$ cat src/rtl/trisc_pkg.sv
// Shared definitions for the TRISC memory arbiter: FSM encoding, requester IDs
// and default bus widths.
package trisc_pkg;

    typedef enum logic [1:0] {
        ST_IDLE   = 2'd0,
        ST_ADDR   = 2'd1,
        ST_ACCESS = 2'd2,
        ST_ACK    = 2'd3
    } arb_state_t;

    localparam logic REQ_CPU = 1'b0;
    localparam logic REQ_LD  = 1'b1;

    localparam int DEFAULT_AW = 4;
    localparam int DEFAULT_DW = 8;

endpackage

$ cat src/rtl/trisc_rr_pick.sv
// Two-way round-robin pick: a lone requester always wins, a tie goes to the
// side that was not granted last.
module trisc_rr_pick
    import trisc_pkg::*;
(
    input  logic req_cpu,
    input  logic req_ld,
    input  logic last_grant,
    output logic winner,
    output logic valid
);

    always_comb begin
        valid  = req_cpu | req_ld;
        winner = REQ_CPU;
        if (req_cpu && req_ld) begin
            winner = ~last_grant;
        end else if (req_ld) begin
            winner = REQ_LD;
        end
    end

endmodule

$ cat src/rtl/trisc_mem_arbiter.sv
// Arbitrates the CPU control FSM and the program loader onto one shared memory
// port: IDLE -> ADDR -> ACCESS -> ACK, with back-to-back grants from ACK.
module trisc_mem_arbiter
    import trisc_pkg::*;
#(
    parameter int AW = DEFAULT_AW,
    parameter int DW = DEFAULT_DW
) (
    input  logic          SysClock,
    input  logic          Reset,
    input  logic          CpuReq,
    input  logic          CpuWE,
    input  logic [AW-1:0] CpuAddr,
    input  logic [DW-1:0] CpuWData,
    input  logic          LdReq,
    input  logic          LdWE,
    input  logic [AW-1:0] LdAddr,
    input  logic [DW-1:0] LdWData,
    output logic          CpuAck,
    output logic          LdAck,
    output logic [DW-1:0] RdData,
    output logic [AW-1:0] MemAddr,
    output logic          MemAddrLoad,
    output logic          MemWE,
    output logic [DW-1:0] MemWData,
    input  logic [DW-1:0] MemRdData,
    output logic          Busy
);

    arb_state_t    state_reg, state_next;
    logic [AW-1:0] addr_reg;
    logic          we_reg;
    logic [DW-1:0] wdata_reg;
    logic          winner_reg;
    logic          last_grant_reg;
    logic [DW-1:0] rd_data_reg;

    logic [1:0]    req_vec;
    logic [1:0]    req_eff;
    logic [1:0]    ack_vec;
    logic          pick_winner;
    logic          pick_valid;
    logic          latch_en;
    logic          capture_en;
    logic          ack_valid;

    assign req_vec[REQ_CPU] = CpuReq;
    assign req_vec[REQ_LD]  = LdReq;

    // The requester being acked this cycle is masked so the other side gets
    // the next slot without passing through IDLE.
    for (genvar gi = 0; gi < 2; gi++) begin : g_req
        assign req_eff[gi] = req_vec[gi] && !(state_reg == ST_ACK && winner_reg == 1'(gi));
        assign ack_vec[gi] = ack_valid && (winner_reg == 1'(gi));
    end

    trisc_rr_pick u_pick (
        .req_cpu    (req_eff[REQ_CPU]),
        .req_ld     (req_eff[REQ_LD]),
        .last_grant (last_grant_reg),
        .winner     (pick_winner),
        .valid      (pick_valid)
    );

    always_comb begin
        state_next  = state_reg;
        latch_en    = 1'b0;
        capture_en  = 1'b0;
        ack_valid   = 1'b0;
        MemAddr     = '0;
        MemAddrLoad = 1'b0;
        MemWE       = 1'b0;
        MemWData    = '0;
        Busy        = 1'b1;
        case (state_reg)
            ST_IDLE: begin
                Busy = 1'b0;
                if (pick_valid) begin
                    latch_en   = 1'b1;
                    state_next = ST_ADDR;
                end
            end
            ST_ADDR: begin
                MemAddrLoad = 1'b1;
                MemAddr     = addr_reg;
                state_next  = ST_ACCESS;
            end
            ST_ACCESS: begin
                MemAddr    = addr_reg;
                MemWE      = we_reg;
                MemWData   = wdata_reg;
                capture_en = !we_reg;
                state_next = ST_ACK;
            end
            ST_ACK: begin
                ack_valid = 1'b1;
                if (pick_valid) begin
                    latch_en   = 1'b1;
                    state_next = ST_ADDR;
                end else begin
                    state_next = ST_IDLE;
                end
            end
            default: begin
                Busy       = 1'b0;
                state_next = ST_IDLE;
            end
        endcase
    end

    assign CpuAck = ack_vec[REQ_CPU];
    assign LdAck  = ack_vec[REQ_LD];
    assign RdData = rd_data_reg;

    always_ff @(posedge SysClock or posedge Reset) begin
        if (Reset) begin
            state_reg      <= ST_IDLE;
            addr_reg       <= '0;
            we_reg         <= 1'b0;
            wdata_reg      <= '0;
            winner_reg     <= REQ_CPU;
            last_grant_reg <= REQ_LD;
            rd_data_reg    <= '0;
        end else begin
            state_reg <= state_next;
            if (latch_en) begin
                winner_reg     <= pick_winner;
                last_grant_reg <= pick_winner;
                addr_reg       <= (pick_winner == REQ_LD) ? LdAddr   : CpuAddr;
                we_reg         <= (pick_winner == REQ_LD) ? LdWE     : CpuWE;
                wdata_reg      <= (pick_winner == REQ_LD) ? LdWData  : CpuWData;
            end
            if (capture_en) begin
                rd_data_reg <= MemRdData;
            end
        end
    end

endmodule

$ cat config.mk
export PLATFORM = sky130hd
export DESIGN_NAME = trisc_mem_arbiter
export DESIGN_NICKNAME = d
export VERILOG_FILES = /design/src/rtl/trisc_pkg.sv /design/src/rtl/trisc_rr_pick.sv /design/src/rtl/trisc_mem_arbiter.sv
export SDC_FILE = /design/constraint.sdc
export NUM_CORES = 1
export LEC_CHECK = 0
export BUFFER_PORTS_ARGS = -buffer_cell sky130_fd_sc_hd__buf_2
export CAP_MARGIN = 10
export CORE_MARGIN = 2
export CORE_UTILIZATION = 35
export CTS_BUF_LIST = sky130_fd_sc_hd__clkbuf_4 sky130_fd_sc_hd__clkbuf_8
export DETAILED_ROUTE_END_ITERATION = 8
export SETUP_SLACK_MARGIN = 0.15
export SYNTH_ARGS = -nofsm -noshare
export SYNTH_HDL_FRONTEND = slang
export SYNTH_SLANG_ARGS = --single-unit
$ cat constraint.sdc
create_clock -name SysClock -period 2.2 [get_ports SysClock]
set_clock_uncertainty 0.05 [all_clocks]
set_input_delay 0.44 -clock SysClock [delete_from_list [all_inputs] [get_ports SysClock]]
set_output_delay 0.44 -clock SysClock [all_outputs]
set_load 0.005 [all_outputs]
==> metrics.cfg <==
[status]
status = finished, final reports clean

[logic_synthesis]
syn_area_per_cell_um2 = 11.13
synth.area.top_cells = dfrtp_1 45%, mux2i_1 12%, mux2_2 6.7%, and2_1 6.6%, ha_1 4.7%
synth_nets = 163
ys_warn_count = 0
synth_top_area_share = 0.4499
synth-seq-area-share = 0.4695
synth_flop_cell = dfrtp_1
ys_ff_latch = 25
async_flop_share = 1.000
synth_cells = 120
synth_area_leader_cell = dfrtp_1
synth_edf_count = 0
synth_cell_type_count = 22
netlist_area_um2 = 1335

[place]
place_worst_setup_slack_ps = 236.2
gp_congestion = 0.7298
dp.final_hpwl_mm = 2.209
port_buffers = 62

[sta]
finalCritPeriodShare = 0.8874
max-slew-margin-rel = 0.6777
timing.final.ws_setup_ps = 247.8
fin_tns_setup_ps = 0
setup_viol = 0
hold_viol = 0
hold_ws_ps = 121.7
period_minus_slack_ps = 1952
drv_slew = 0
max_clock_freq_ghz = 0.5122
tightest_slew_ps = 482.9
rsz0062_at_grt = yes

[final_layout]
antenna_cells = 0
syn_to_final_growth_pct = 32.43
nNetsFinal = 230
final_cell_mix = 62 x buf_2, 24 x dfrtp_1, 16 x mux2i_1
drive_gt1_frac = 0.4839
mostFrequentLayoutCell = buf_2

[die]
die_y_um = 65.76
start_util = 0.3647
ios = 63
dieArea_um2 = 4324
rows = 22
die_w_um = 65.76
core_area_um2 = 3661

[clock_network]
cts.sinks = 25
hold_buffers = 0
htree_levels = 1
worstSkewPairLatency_ps = 270
cts-root-buf = clkbuf_8
cts_tree = built
cts_inserted_buffers = 3
cts_buffer_depth = 2
cts.clk_slew.worst_paths_ps = 90

[power_and_ir_drop]
p_leak_nw = 0.9045
p_per_area_nw_per_um2 = 1386
pwr-share-comb = 0.547
seqPwrFrac = 0.340
p_sw_frac = 0.3817
netSwitchingPower_uw = 935.3
power_frac_clock = 0.112
peakVddDrop_mv = 0.5161
intPower_mw = 1.515

[setup_path]
crit_path_max_incr_delay_ps = 440
r2r-end = wdata_reg[2]
crit_buf_inv = 2
worstSetupPathType = flop to output pin
end_kind = output pin
reg2reg_depth = 6
slowest_stage = dfrtp_1
critical_path.top_delay_family = flip-flops
cp_cell_sequence = inv_1, ha_2, and2_1, buf_2
cp.arrival_ps = 1460
crit_fanout = 6
r2r-start = state_reg[0]
rrSetupSlack_ps = 410
critPathLaunchType = flop
cp.required_ps = 1710

[drt]
routed-via-count = 1044
vias_per_cell = 4.462
antenna_left = 0
drt-pass1-iter-count = 2
wl_per_cell_um = 11.68
wl_mm = 2.734
drt_iter0_markers = 14
drc = 0

[global_route]
antenna_found_initial = 0
grt_pass1_wl_mm = 4.450
grt_overflow_total = 0
grt_max_degree = 29
grt_pass1_vias = 1024
grt.total_usage = 0.1336

[run]
drv_cap = 0

[min_path]
hp-class = input pin to async pin

-- synth_stat cells, types with 2 or more instances --
library cell / instances
a21oi_1: 7
a21oi_2: 7
and2_1: 14
buf_4: 2
buf_6: 2
dfrtp_1: 24
ha_1: 5
inv_1: 7
mux2_2: 8
mux2i_1: 16
nand3b_1: 2
nor2_1: 14
nor2b_1: 2
o21ai_0: 2
-- per-stage QoR --
step	util	power, mW	instances	instance area [um^2]
after global placement	0.4662	2.159	229	1707
after detailed placement	0.4662	2.202	229	1707
after CTS	0.4795	2.487	233	1755
after floorplan	-	1.777	120	1335
after global routing	0.4829	2.692	234	1768
final	0.4829	2.450	234	1768
-- metal layers --
metal	vias to the layer above	track usage	part of all wire
li1	536	-	-
met1	471	0.1647	0.43
met2	35	0.2361	0.50
met3	2	0.02397	0.061
met4	0	0.03906	0.0048
met5	-	0	0
-- power groups by stage --
stage	combinational, mW	clock (mW)	sequential, mW
detailed placement	1.35	0	0.847
global placement	1.32	0	0.834
global route	1.52	0.306	0.871
finish	1.34	0.275	0.834
floorplan	0.949	0	0.827
CTS	1.36	0.290	0.837
-- cell families after synthesis --
logic type                 after synthesis  synth area share
buffers and inverters                   12           0.05061
AOI/OAI and AO/OA                       20            0.1115
adders and majority gates                5           0.04686
and+or+nand+nor                         34            0.1340
muxes                                   24            0.1874
DFF                                     25            0.4695
-- how the worst max path moves through the flow --
stage                       from  cells after the start           end  slack [ps]
floorplan           state_reg[0]                      7  wdata_reg[0]         490
finish              state_reg[0]                      4    MemAddr[3]         250
CTS                 state_reg[0]                      4    MemAddr[0]         170
global route        state_reg[0]                      4    MemAddr[3]         140
global placement    state_reg[0]                      6  wdata_reg[3]         330
detailed placement  state_reg[0]                      6  wdata_reg[2]         240
-- final cells by class --
| type | instances | area (um^2) |
|---|---|---|
| Clock buffer | 3 | 41.29 |
| Clock inverter | 1 | 7.507 |
| Fill cell | 360 | 1893 |
| Inverter | 7 | 26.28 |
| Multi-Input combinational cell | 83 | 645.6 |
| Sequential cell | 25 | 626.9 |
| Tap cell | 48 | 60.06 |
| Timing Repair Buffer | 67 | 360.3 |
-- repair_timing --
action	4_1_cts	5_1_grt
setup buffers	0	1
endpoints found under the setup margin	0	15
resized for setup	0	2
Note: power is estimated with default switching activity, not from simulation.
